File: src/rtl/bit_serializer.sv
// Parallel-to-serial front end: WIDTH-bit words in on valid/ready, one bit per clock out,
// with a one-word hold buffer for gap-free streaming. Optional macro PARITY_EN appends an even-parity bit.
module bit_serializer #(
  parameter int WIDTH     = 8,
  parameter bit MSB_FIRST = 1'b1
) (
  input  logic             clk,
  input  logic             rst,
  input  logic             flush,
  input  logic [WIDTH-1:0] din,
  input  logic             din_valid,
  output logic             din_ready,
  output logic             sout,
  output logic             sout_valid,
  output logic             last,
  output logic             busy
);

`ifdef PARITY_EN
  localparam int NBITS = WIDTH + 1;
`else
  localparam int NBITS = WIDTH;
`endif
  localparam int CW = $clog2(NBITS);
  localparam logic [CW-1:0] CNT_LAST = CW'(NBITS - 1);

  typedef enum logic {
    IDLE  = 1'b0,
    SHIFT = 1'b1
  } state_t;

  state_t             state_r, state_s;
  logic [NBITS-1:0]   shift_r, shift_s;
  logic [WIDTH-1:0]   hold_r, hold_s;
  logic               hold_full_r, hold_full_s;
  logic [CW-1:0]      cnt_r, cnt_s;
  logic               sout_r, sout_s;
  logic               accept_s;
  logic               do_load_s;
  logic [WIDTH-1:0]   load_word_s;
  logic [NBITS-1:0]   load_frame_s;

  function automatic logic even_parity(input logic [WIDTH-1:0] w);
    return ^w;
  endfunction

  // Frame bit NBITS-1 is transmitted first; the parity bit, when present, goes out last.
  function automatic logic [NBITS-1:0] frame(input logic [WIDTH-1:0] w);
    logic [NBITS-1:0] f;
    f = '0;
    for (int i = 0; i < WIDTH; i++) begin
      f[NBITS-1-i] = MSB_FIRST ? w[WIDTH-1-i] : w[i];
    end
`ifdef PARITY_EN
    f[0] = even_parity(w);
`endif
    return f;
  endfunction

  assign din_ready  = ~hold_full_r & ~flush & ~rst;
  assign accept_s   = din_valid & din_ready;
  assign sout       = sout_r;
  assign sout_valid = (state_r == SHIFT);
  assign last       = (state_r == SHIFT) & (cnt_r == CNT_LAST);
  assign busy       = (state_r == SHIFT) | hold_full_r;

  // Next-state, shifter, hold-buffer and serial-bit logic
  always_comb begin
    state_s      = state_r;
    shift_s      = shift_r;
    hold_s       = hold_r;
    hold_full_s  = hold_full_r;
    cnt_s        = cnt_r;
    sout_s       = 1'b0;
    do_load_s    = 1'b0;
    load_word_s  = din;
    if (flush) begin
      state_s     = IDLE;
      hold_full_s = 1'b0;
      cnt_s       = '0;
    end else if (state_r == IDLE) begin
      if (accept_s) begin
        do_load_s = 1'b1;
      end else begin
        cnt_s = '0;
      end
    end else if (cnt_r == CNT_LAST) begin
      // End of word: a held word wins over a bypass, otherwise drop back to idle.
      cnt_s = '0;
      if (hold_full_r) begin
        do_load_s   = 1'b1;
        load_word_s = hold_r;
        hold_full_s = 1'b0;
      end else if (accept_s) begin
        do_load_s = 1'b1;
      end else begin
        state_s = IDLE;
      end
    end else begin
      cnt_s   = cnt_r + {{(CW-1){1'b0}}, 1'b1};
      sout_s  = shift_r[NBITS-1];
      shift_s = {shift_r[NBITS-2:0], 1'b0};
      if (accept_s) begin
        hold_s      = din;
        hold_full_s = 1'b1;
      end else begin
        hold_s = hold_r;
      end
    end
    load_frame_s = frame(load_word_s);
    if (do_load_s) begin
      state_s = SHIFT;
      cnt_s   = '0;
      sout_s  = load_frame_s[NBITS-1];
      shift_s = {load_frame_s[NBITS-2:0], 1'b0};
    end else begin
      shift_s = shift_s;
    end
  end

  // State and datapath registers
  always_ff @(posedge clk or posedge rst) begin
    if (rst) begin
      state_r     <= IDLE;
      shift_r     <= '0;
      hold_r      <= '0;
      hold_full_r <= 1'b0;
      cnt_r       <= '0;
      sout_r      <= 1'b0;
    end else begin
      state_r     <= state_s;
      shift_r     <= shift_s;
      hold_r      <= hold_s;
      hold_full_r <= hold_full_s;
      cnt_r       <= cnt_s;
      sout_r      <= sout_s;
    end
  end

endmodule

File: config.mk
export PLATFORM = sky130hd
export DESIGN_NAME = bit_serializer
export DESIGN_NICKNAME = d
export VERILOG_FILES = /design/src/rtl/bit_serializer.sv
export SDC_FILE = /design/constraint.sdc
export NUM_CORES = 1
export LEC_CHECK = 0
export ABC_AREA = 0
export BUFFER_PORTS_ARGS = -buffer_cell sky130_fd_sc_hd__buf_2
export CORE_MARGIN = 2
export CORE_UTILIZATION = 40
export CTS_CLUSTER_DIAMETER = 100
export CTS_CLUSTER_SIZE = 10
export DETAILED_ROUTE_END_ITERATION = 7
export SLEW_MARGIN = 20
export SYNTH_ARGS = -nofsm -noshare
export SYNTH_HDL_FRONTEND = slang
export SYNTH_SLANG_ARGS = --single-unit
File: constraint.sdc
create_clock -name clk -period 2.1 [get_ports clk]
set_input_delay 0.21 -clock clk [delete_from_list [all_inputs] [get_ports clk]]
set_output_delay 0.21 -clock clk [all_outputs]
set_load 0.1 [all_outputs]
## Yosys cells after proc, flatten, opt, wreduce, memory -nomap -nowiden

Cells that the tools add are included.

| cells by class | value |
|---|---|
| $add $sub $neg | 1 |
| equality and inequality tests | 4 |
| mux-type cells | 30 |
| bitwise operators | 9 |
| reductions and logical operators | 6 |

Operators with widths:

| cell | number |
|---|---|
| $mux W8 | 8 |
| $mux W1 | 17 |
| $mux W3 | 5 |
| $and A1 B1 Y1 | 4 |
| $ne A4 B3 Y1 const B | 1 |
| $not A1 Y1 | 4 |
| $reduce_and A4 Y1 | 1 |
| $reduce_bool A2 Y1 | 2 |
| $add A3 B1 Y3 const B | 1 |
| $eq A3 B3 Y1 const B | 1 |
| $reduce_and A3 Y1 | 1 |
| $reduce_bool A3 Y1 | 1 |
| $ne A2 B1 Y1 const B | 1 |
| $ne A2 B2 Y1 const B | 1 |
| $reduce_and A2 Y1 | 1 |
| $or A1 B1 Y1 | 1 |

| word-level totals | value |
|---|---|
| bits in registers | 22 |
| bits of input ports | 12 |
| output and inout bits | 5 |
| logic and storage cells | 56 |

## Depth between registers and ports, before layout

Gate-level depths: netlist (run 1).

| logic depth | value |
|---|---|
| depth after elaboration | 11 |
| gate-level depth with buffers | 7 |
| mapped depth without buffers | 7 |

## Least setup slack after synthesis (run 1)

No wires, ideal clock.

| timing | value |
|---|---|
| path type | reg2out |
| from | reg hold_full_r |
| to | out din_ready |
| arrival | 2503 ps |
| data required time | 1890 ps |
| path slack | -613 ps |
| stages on the path, launching flop included | 2 |
| path buffers | 0 |
| path through | dfrtp_1 > nor3_1 |

| between the ends | value |
|---|---|
| word-level cells in the longest chain between the ends | 3 |

RTL lines:

| element | RTL line | RTL |
|---|---|---|
| start: declaration | 35 | `logic hold_full_r, hold_full_s;` |
| start signal: assignment | 134 | `hold_full_r <= hold_full_s;` |
| $not A1 Y1 | 60 | `assign din_ready = ~hold_full_r & ~flush & ~rst;` |
| $and A1 B1 Y1 (2 in series) | 60 |  |
| end: declaration | 12 | `output logic din_ready,` |

Every way passes these cells.

## Worst setup path in the final report (run 1)

| timing | value |
|---|---|
| from | reg cnt_r[0] |
| to | reg shift_r[2] |

| between the ends | value |
|---|---|
| word-level cells in the longest chain between the ends | 6 |
| elaborated cells between the ends (all ways) | 12 |
| classes of those cells | eq/ne: 3; mux: 7; reduce/logical: 2 |

RTL lines:

| element | RTL line | RTL |
|---|---|---|
| start: declaration | 36 | `logic [CW-1:0] cnt_r, cnt_s;` |
| start signal: assignment | 135 | `cnt_r <= cnt_s;` |
| $eq A3 B3 Y1 * | 87 | `end else if (cnt_r == CNT_LAST) begin` |
| $mux W1 | 87 |  |
| $mux W1 | 81 | `end else if (state_r == IDLE) begin` |
| $mux W1 | 77 | `if (flush) begin` |
| $ne A2 B2 Y1 (no line) (tied with other cells) | n/a |  |
| $reduce_and A3 Y1 (no line) | n/a |  |
| end signal: assignment | 132 | `shift_r <= shift_s;` |
| end: declaration | 33 | `logic [NBITS-1:0] shift_r, shift_s;` |

Mark *: on every way between the ends. The rest lies on a longest branch, timed or not.
A chain may end at the register's enable or synchronous reset.

==> results of run 1 <==
worst min-delay path by stage:
stage	start	end
after global placement	cnt_r[0]	cnt_r[0]
final	rst	cnt_r[2]
after floorplan	rst	cnt_r[0]
after CTS	rst	hold_full_r
after detailed placement	cnt_r[0]	cnt_r[0]
after global routing	din[4]	hold_r[4]
state kept, by name (all words and copies together) (netlist names):
name	count
shift_r	7
sout_valid	1
cnt_r	3
sout	1
hold_r	8
hold_full_r	1
routing by layer:
metal / vias up / track usage [%]
met5: - / 0
met4: 0 / 6.667
met3: 2 / 3.825
met2: 17 / 23.02
met1: 355 / 19.66
li1: 345 / -
final cells by class:
cell class	instances	area share, %
inverters	2	0.6376
clock buffers	3	1.913
flip-flops and latches	21	44.63
clock inverters	1	0.4251
well taps	30	3.188
repair buffers	18	8.077
multi-input cells	60	41.13
power groups by stage:
| stage | clock [W] | sequential [W] | combinational (W) |
|---|---|---|---|
| final | 0.000189 | 0.000539 | 0.000224 |
| after global routing | 0.000219 | 0.000552 | 0.000248 |
| after CTS | 0.000206 | 0.000539 | 0.000229 |
| after detailed placement | 0 | 0.000546 | 0.000229 |
| after global placement | 0 | 0.000547 | 0.000221 |
| after floorplan | 0 | 0.000558 | 0.000163 |
cells by family after synthesis:
family	count (synthesis)	share of synthesized area, %
compound gates	12	11.94
buf+inv	4	2.314
fa+ha+maj	2	2.436
simple gates	30	15.47
mux	16	16.69
flops	21	51.16
metrics by stage:
step	std cells	area (um^2)	power, W	hold WS [ps]
finish	135	1177	0.0009516	76.41
global route	135	1177	0.001019	135.6
CTS	135	1177	0.0009736	101.7
detailed placement	131	1150	0.0007757	438.4
global placement	131	1150	0.0007680	428.1
floorplan	85	1033	0.0007214	186.5
worst register-to-register path: stages, from the launching register on:
cell	delay, ps
dfrtp_1	400
ha_1	200
ha_1	230
nor2b_1	180
a211o_1	470
o22ai_1	160
o21ai_0	160
synthesized netlist by cell type (all sizes together):
master   instances  area (um^2)
mux2i            7        70.07
o21ai            2        10.00
o211ai           5        62.56
ha               2        25.02
dfrtp           21        525.5
inv              2        7.510
nand3            6        30.03
nand4b           1        8.760
o22ai            1        6.260
nor2             1        3.750
nor3             3        15.01
or3b             1        8.760
nand2b           2        12.51
a21oi            1        5.000
nand2            8        30.03
o2bb2ai          1        8.760
a211o            1        8.760
or2              1        6.260
nor2b            4        25.02
buf              2        16.26
and3             2        12.51
a22oi            1        21.27
and2             1        6.260
mux2             9        101.4
cells in the final DEF, fill, tap and decap left out, types with 2 or more instances in the layout:
master,n
dfrtp_1,21
buf_2,16
mux2_2,9
nand2_1,8
mux2i_1,7
nand3_1,6
o211ai_2,5
nor2b_1,4
clkbuf_4,3
nand2b_1,2
inv_1,2
nor3_1,2
and3_1,2
ha_1,2
buf_4,2
==> reports/results.ini, run 1 <==
[run_status]
status=finished clean

[route]
route.met3.wl_um=91
totalWireLength_mm=1.831
routedLengthMet1_um=852
wire_per_inst_um=13.56
vias_per_cell=5.326
top_layer=met4
dr.pass1.iters=4
drc=0
route.met2.wl_um=871
first_iter_violations=7
vias=719
antenna_left=0

[setup_path]
crit_type=flip-flop to flip-flop
cpPeakStageDelay_ps=470
r2r-start=cnt_r[0]
worstPathArrival_ps=2100
critPathMaxFanout=15
critPathCapture=shift_r[2]
regToRegEndpoint=shift_r[2]
crit_start=cnt_r[0]
r2r_slack_ps=230
cp_slowest_cell=a211o_1
cp.depth=6
path_cells=ha_1 -> ha_1 -> nor2b_1 -> a211o_1 -> o22ai_1 -> o21ai_0
cp-start-kind=flip-flop
crit_family=compound AO/OA/AOI/OAI gates
path_buf_inv=0
reg2reg_depth=6
cp.required_ps=2330
worst_setup_path_end_kind=flip-flop
crit_top_cell=ha_1

[cts]
clk-insertion-delay-late_ps=300
clockRootBuffer=clkbuf_4
cts_setup_buffers=0
cts_tree=done
cts.repair.resized=0
cts.sink_count=21
clockBufferDepth=2
cts_buffers=3
cts_htree_levels=1
cts_hold_buf=0
clk_pin_slew_ps=110

[die]
fp.dieW_um=54.68
start_util_pct=41.85
ios=17
core_area_um2=2455
die_height_um=54.68
die_area_um2=2989
rows=18

[synth]
yosysSeqAreaShare_pct=51.16
synthDistinctLibCells=26
ys_ff_latch=21
ys_warn_count=0
synth_area_um2=1027
syn_avg_cell_area_um2=12.09
synth_nets=99
synthCells=85

[timing]
tightest_slew_ps=793.7
finalSetupTns_ps=0
period_needed_ps=1874
slew_headroom_pct=47.03
fin_skew_ps=0.6713
hold_violations=0
fin_ws_ps=225.6
finalSetupViolations=0
grt_setup_unrepaired=no
slew_violations=0
min_period_over_period_pct=89.26
fmax_mhz=533.5

[cells_and_area]
multiInputGateArea_um2=484.2
antennaDiodeCount=0
utilization_pct=47.96
nFillCells=237
seqCellArea_um2=525.5
drive_above_1_share_pct=38.10
final_nets=120
synthToLayoutAreaGrowth_pct=14.62

[power]
p_int_w=0.0006604
p_switching_w=0.0002912
p_sw_share_pct=30.60
vdd_ir_drop_max_v=0.0004659
p_comb_share_pct=23.5
p_leak_nw=0.6402
clockPowerShare_pct=19.9
power_density_nw_per_um2=808.2
pwr-share-seq_pct=56.6

[grt]
grt_overflow=0
grt_pass1_wl_mm=3.111
first_global_vias=686
grt_start_max_net_pins=22
antenna_found_initial=0
grt.total_usage_pct=14.96

[place]
dp_hpwl_mm=1.330
portBuffers=16
gp_congestion=0.7306
place_ws_ps=223.0

[worst_hold_path]
hold_class=primary input to asynchronous set/reset pin

[run]
max-cap-violations=0

Note: power is estimated with default switching activity, not from simulation.
==> inputs of run 2 (changes only) <==
--- a/config.mk
+++ b/config.mk
@@ -6,12 +6,12 @@
 export NUM_CORES = 1
 export LEC_CHECK = 0
 export ABC_AREA = 0
-export BUFFER_PORTS_ARGS = -buffer_cell sky130_fd_sc_hd__buf_2
 export CORE_MARGIN = 2
 export CORE_UTILIZATION = 40
 export CTS_CLUSTER_DIAMETER = 100
 export CTS_CLUSTER_SIZE = 10
 export DETAILED_ROUTE_END_ITERATION = 7
+export DONT_BUFFER_PORTS = 1
 export SLEW_MARGIN = 20
 export SYNTH_ARGS = -nofsm -noshare
 export SYNTH_HDL_FRONTEND = slang
==> reports/results.ini, run 2 (synthesis gave the netlist of run 1 again) <==
[die]
die_height_um=54.68
fp.dieW_um=54.68
ios=17
core_area_um2=2455
start_util_pct=41.85
rows=18
die_area_um2=2989

[cells_and_area]
synthToLayoutAreaGrowth_pct=14.62
drive_above_1_share_pct=28.42
regMostFlops=hold_r
layout_common_cells=21 x dfrtp_1, 9 x mux2_2, 8 x nand2_1
reg.largest.list=hold_r: 8 flops, shift_r: 7 flops, cnt_r: 3 flops
seqCellArea_um2=525.5
largest_reg_flops=8
multiInputGateArea_um2=490.5
fin_area_um2=1177
final_common_cell=dfrtp_1
utilization_pct=47.96
final_nets=110
antennaDiodeCount=0
nFillCells=231

[route]
drc=0
antenna_left=0
first_iter_violations=7
dr.pass1.iters=4
wire_per_inst_um=14.97
totalWireLength_mm=1.871
vias=670
vias_per_cell=5.360

[timing]
period_needed_ps=1892
fmax_mhz=528.6
min_period_over_period_pct=90.08
finalSetupTns_ps=0
hold_violations=0
finalSetupViolations=0
tightest_slew_ps=787.4
grt_setup_unrepaired=no
slew_headroom_pct=47.45
slew_violations=0
fin_ws_ps=208.3
fin_skew_ps=1.810

[setup_path]
worstPathArrival_ps=2090
cp-start-kind=flip-flop
cpPeakStageDelay_ps=400
cp.required_ps=2300
cp_slowest_cell=dfrtp_1
worst_setup_path_end_kind=flip-flop
crit_type=flip-flop to flip-flop
path_cells=ha_1 -> ha_1 -> nor2b_1 -> nand3_1 -> mux2_2
critPathMaxFanout=8
crit_top_cell=ha_1

[run_status]
status=finished clean

[grt]
grt_pass1_wl_mm=3.146
grt_start_max_net_pins=22
grt_overflow=0
first_global_vias=682
antenna_found_initial=0
grt.total_usage_pct=15.32

[place]
portBuffers=0
place_ws_ps=208.1
dp_hpwl_mm=1.292
placed_area_um2=1131
gp_congestion=0.7793

[power]
p_leak_nw=0.6055
vdd_ir_drop_max_v=0.0005324
power_density_nw_per_um2=816.4
power_w=0.0009612

[cts]
cts_buffers=3
cts_tree=done
clk_pin_slew_ps=120
cts_htree_levels=1
clockBufferDepth=2
cts_setup_buffers=0
cts.sink_count=21
clk-insertion-delay-late_ps=300
clockRootBuffer=clkbuf_4

[run]
max-cap-violations=0

[worst_hold_path]
hold_class=primary input to flip-flop

-- run 2: cell types whose count changed in the layout (fill, tap and decap cells not counted) --
cell and change:
buf_2 -16, buf_12 +2, buf_4 +2, dlygate4sd3_1 +2, clkbuf_1 +1, clkinv_2 -1, nor3_2 -1, nor3_4 +1
-- run 2: layout make-up --
class / instances / share of cell area (%)
Sequential cell: 21 / 44.63
Multi-Input combinational cell: 60 / 41.66
Timing Repair Buffer: 8 / 7.651
Tap cell: 30 / 3.188
Clock buffer: 4 / 2.232
Inverter: 2 / 0.6376
-- run 2: routing by layer --
| layer | track usage (%) | routed length [um] | up-vias |
|---|---|---|---|
| met2 | 22.02 | 846 | 19 |
| met1 | 21.68 | 865 | 319 |
| met4 | 8.750 | 40 | 0 |
| met5 | 0 | 0 | - |
| met3 | 2.459 | 119 | 6 |
| li1 | - | - | 326 |
-- run 2: worst paths after layout --
check	startpoint	to	slack [ps]	cells past startpoint
hold / removal	din[5]	hold_r[5]	40	1
hold reg to reg	cnt_r[0]	cnt_r[0]	450	1
min in group asynchronous	rst	sout	490	2
setup reg to reg	cnt_r[0]	hold_r[2]	210	5
max in group asynchronous	rst	hold_r[2]	1120	2
setup / recovery	cnt_r[0]	hold_r[2]	210	5
-- run 2: timing repair --
action                                 4_1_cts  5_1_grt
endpoints found under the hold margin       23        0
resized for setup                            0        0
hold buffers                                 2        0
-- run 2: metrics by stage --
stage,hold WS [ps],std cells
final,44.14,125
after global routing,22.02,125
after CTS,44.49,125
after detailed placement,291.3,119
after global placement,287.5,119
after floorplan,186.5,85
-- run 2: power by group --
group	leakage [nW]	internal (W)	switching, W	total [W]
combinational	0.324	0.000101	0.000122	0.000223
sequential	0.267	0.000493	0.0000451	0.000539
clock	0.0150	0.0000741	0.000126	0.000200
-- run 2: worst max-delay path, delay by kind of cell, from the launching register on --
family,cells,cell delay [ps]
AND/OR/NAND/NOR,2,550
multiplexers,1,400
flip-flops,1,400
adder cells (fa/ha/maj),2,440
==> inputs of run 3 (changes only) <==
==> constraint.sdc (replaced) <==
create_clock -name clk -period 2.3 [get_ports clk]
set_input_delay 0.23 -clock clk [delete_from_list [all_inputs] [get_ports clk]]
set_output_delay 0.23 -clock clk [all_outputs]
set_load 0.1 [all_outputs]
==> reports/results.ini, run 3 (synthesis gave the netlist of run 1 again) <==
[run_status]
status=finished clean

[setup_path]
critPathMaxFanout=6
crit_type=flip-flop to output port
r2r_slack_ps=410
worstPathArrival_ps=1870
cp.required_ps=2070
r2r-start=cnt_r[0]
reg2reg_depth=5
regToRegEndpoint=hold_r[7]
worst_setup_path_end_kind=output port
cp-start-kind=flip-flop

[route]
totalWireLength_mm=1.799
first_iter_violations=8
wire_per_inst_um=14.75
vias=660
dr.pass1.iters=4
drc=0
antenna_left=0
vias_per_cell=5.410

[place]
placed_area_um2=1082
portBuffers=0
dp_hpwl_mm=1.290
gp_congestion=0.7533

[cts]
clk-insertion-delay-late_ps=300
clockBufferDepth=2
clk_pin_slew_ps=110
cts.repair.resized=0
cts_tree=done
cts_htree_levels=1
cts_buffers=3
clockRootBuffer=clkbuf_4
cts.sink_count=21

[cells_and_area]
largest_reg_flops=8
synthToLayoutAreaGrowth_pct=9.866
regMostFlops=hold_r
final_nets=107
layout_common_cells=21 x dfrtp_1, 9 x mux2_2, 8 x nand2_1
fin_area_um2=1129
utilization_pct=45.97
nFillCells=220
final_common_cell=dfrtp_1
reg.largest.list=hold_r: 8 flops, shift_r: 7 flops, cnt_r: 3 flops
antennaDiodeCount=0
drive_above_1_share_pct=25.00

[grt]
grt.total_usage_pct=14.43
first_global_vias=660
grt_pass1_wl_mm=2.946
grt_overflow=0
grt_start_max_net_pins=22
antenna_found_initial=0

[die]
die_height_um=54.68
fp.dieW_um=54.68
rows=18
die_area_um2=2989
ios=17
core_area_um2=2455
start_util_pct=41.85

[timing]
fin_hold_ws_ps=69.94
slew_violations=0
fmax_mhz=476.4
finalSetupTns_ps=0
min_period_over_period_pct=91.27
tightest_slew_ps=991.6
hold_violations=0
fin_skew_ps=4.609
grt_setup_unrepaired=no
finalSetupViolations=0
period_needed_ps=2099
slew_headroom_pct=33.90

[worst_hold_path]
min_to=hold_r[1]
whs_path_depth=1
hp-start=din[1]
hold_class=primary input to flip-flop

[power]
vdd_ir_drop_max_v=0.0004719
power_density_nw_per_um2=761.2
p_leak_nw=0.5825

[run]
max-cap-violations=0

-- run 3: changes by cell type in the layout (fill, tap and decap cells not counted) --
cell,before,now
buf_4,4,3
and2_2,1,0
and2_1,0,1
buf_12,2,0
-- run 3: where the power goes --
part           leakage, nW  internal (W)  total (W)  switching (W)
clock network       0.0150     0.0000675   0.000174       0.000106
registers            0.267      0.000450   0.000503      0.0000522
logic                0.301     0.0000830   0.000183      0.0000999
total                0.582      0.000601   0.000859       0.000258
-- run 3: metal layers --
layer / part of all wire, % / track usage (%) / up-vias / wire, um
li1: - / - / 320 / -
met2: 46 / 22.42 / 14 / 827
met5: 0 / 0 / - / 0
met1: 48 / 18.61 / 324 / 868
met3: 4.7 / 3.279 / 2 / 84
met4: 1.1 / 7.500 / 0 / 20
-- run 3: worst max-delay path, stage by stage (launching register included) --
cell	delay (ps)
dfrtp_1	370
ha_1	150
ha_1	240
and2_1	820
-- run 3: what timing repair did --
| item | in CTS | in global routing |
|---|---|---|
| buffers inserted | 0 | 0 |
| hold endpoints to repair | 23 | 0 |
| hold buffers | 2 | 0 |
-- run 3: worst max-delay path by stage --
stage | start | to | slack (ps) | cells past startpoint
CTS | cnt_r[0] | last | 170 | 3
floorplan | sout_valid | hold_full_r | 170 | 2
finish | cnt_r[0] | last | 200 | 3
global route | cnt_r[0] | last | 100 | 3
global placement | cnt_r[0] | hold_r[0] | 450 | 5
detailed placement | cnt_r[0] | hold_r[2] | 400 | 5
-- run 3: cell type report --
class / count / area, um^2 / area share (%)
tap: 30 / 37.54 / 3.326
inverter: 2 / 7.507 / 0.6652
multi-input combinational: 60 / 489.2 / 43.35
clock buffer: 4 / 26.28 / 2.328
sequential: 21 / 525.5 / 46.56
timing repair buffer: 5 / 42.54 / 3.769
-- run 3: stage by stage --
stage               std cells  setup WS (ps)  total power [W]
floorplan                  85          170.1        0.0006587
global placement          116          452.8        0.0006849
detailed placement        116          398.7        0.0006912
CTS                       122          173.5        0.0008673
global route              122          102.8        0.0009096
finish                    122          200.8        0.0008591
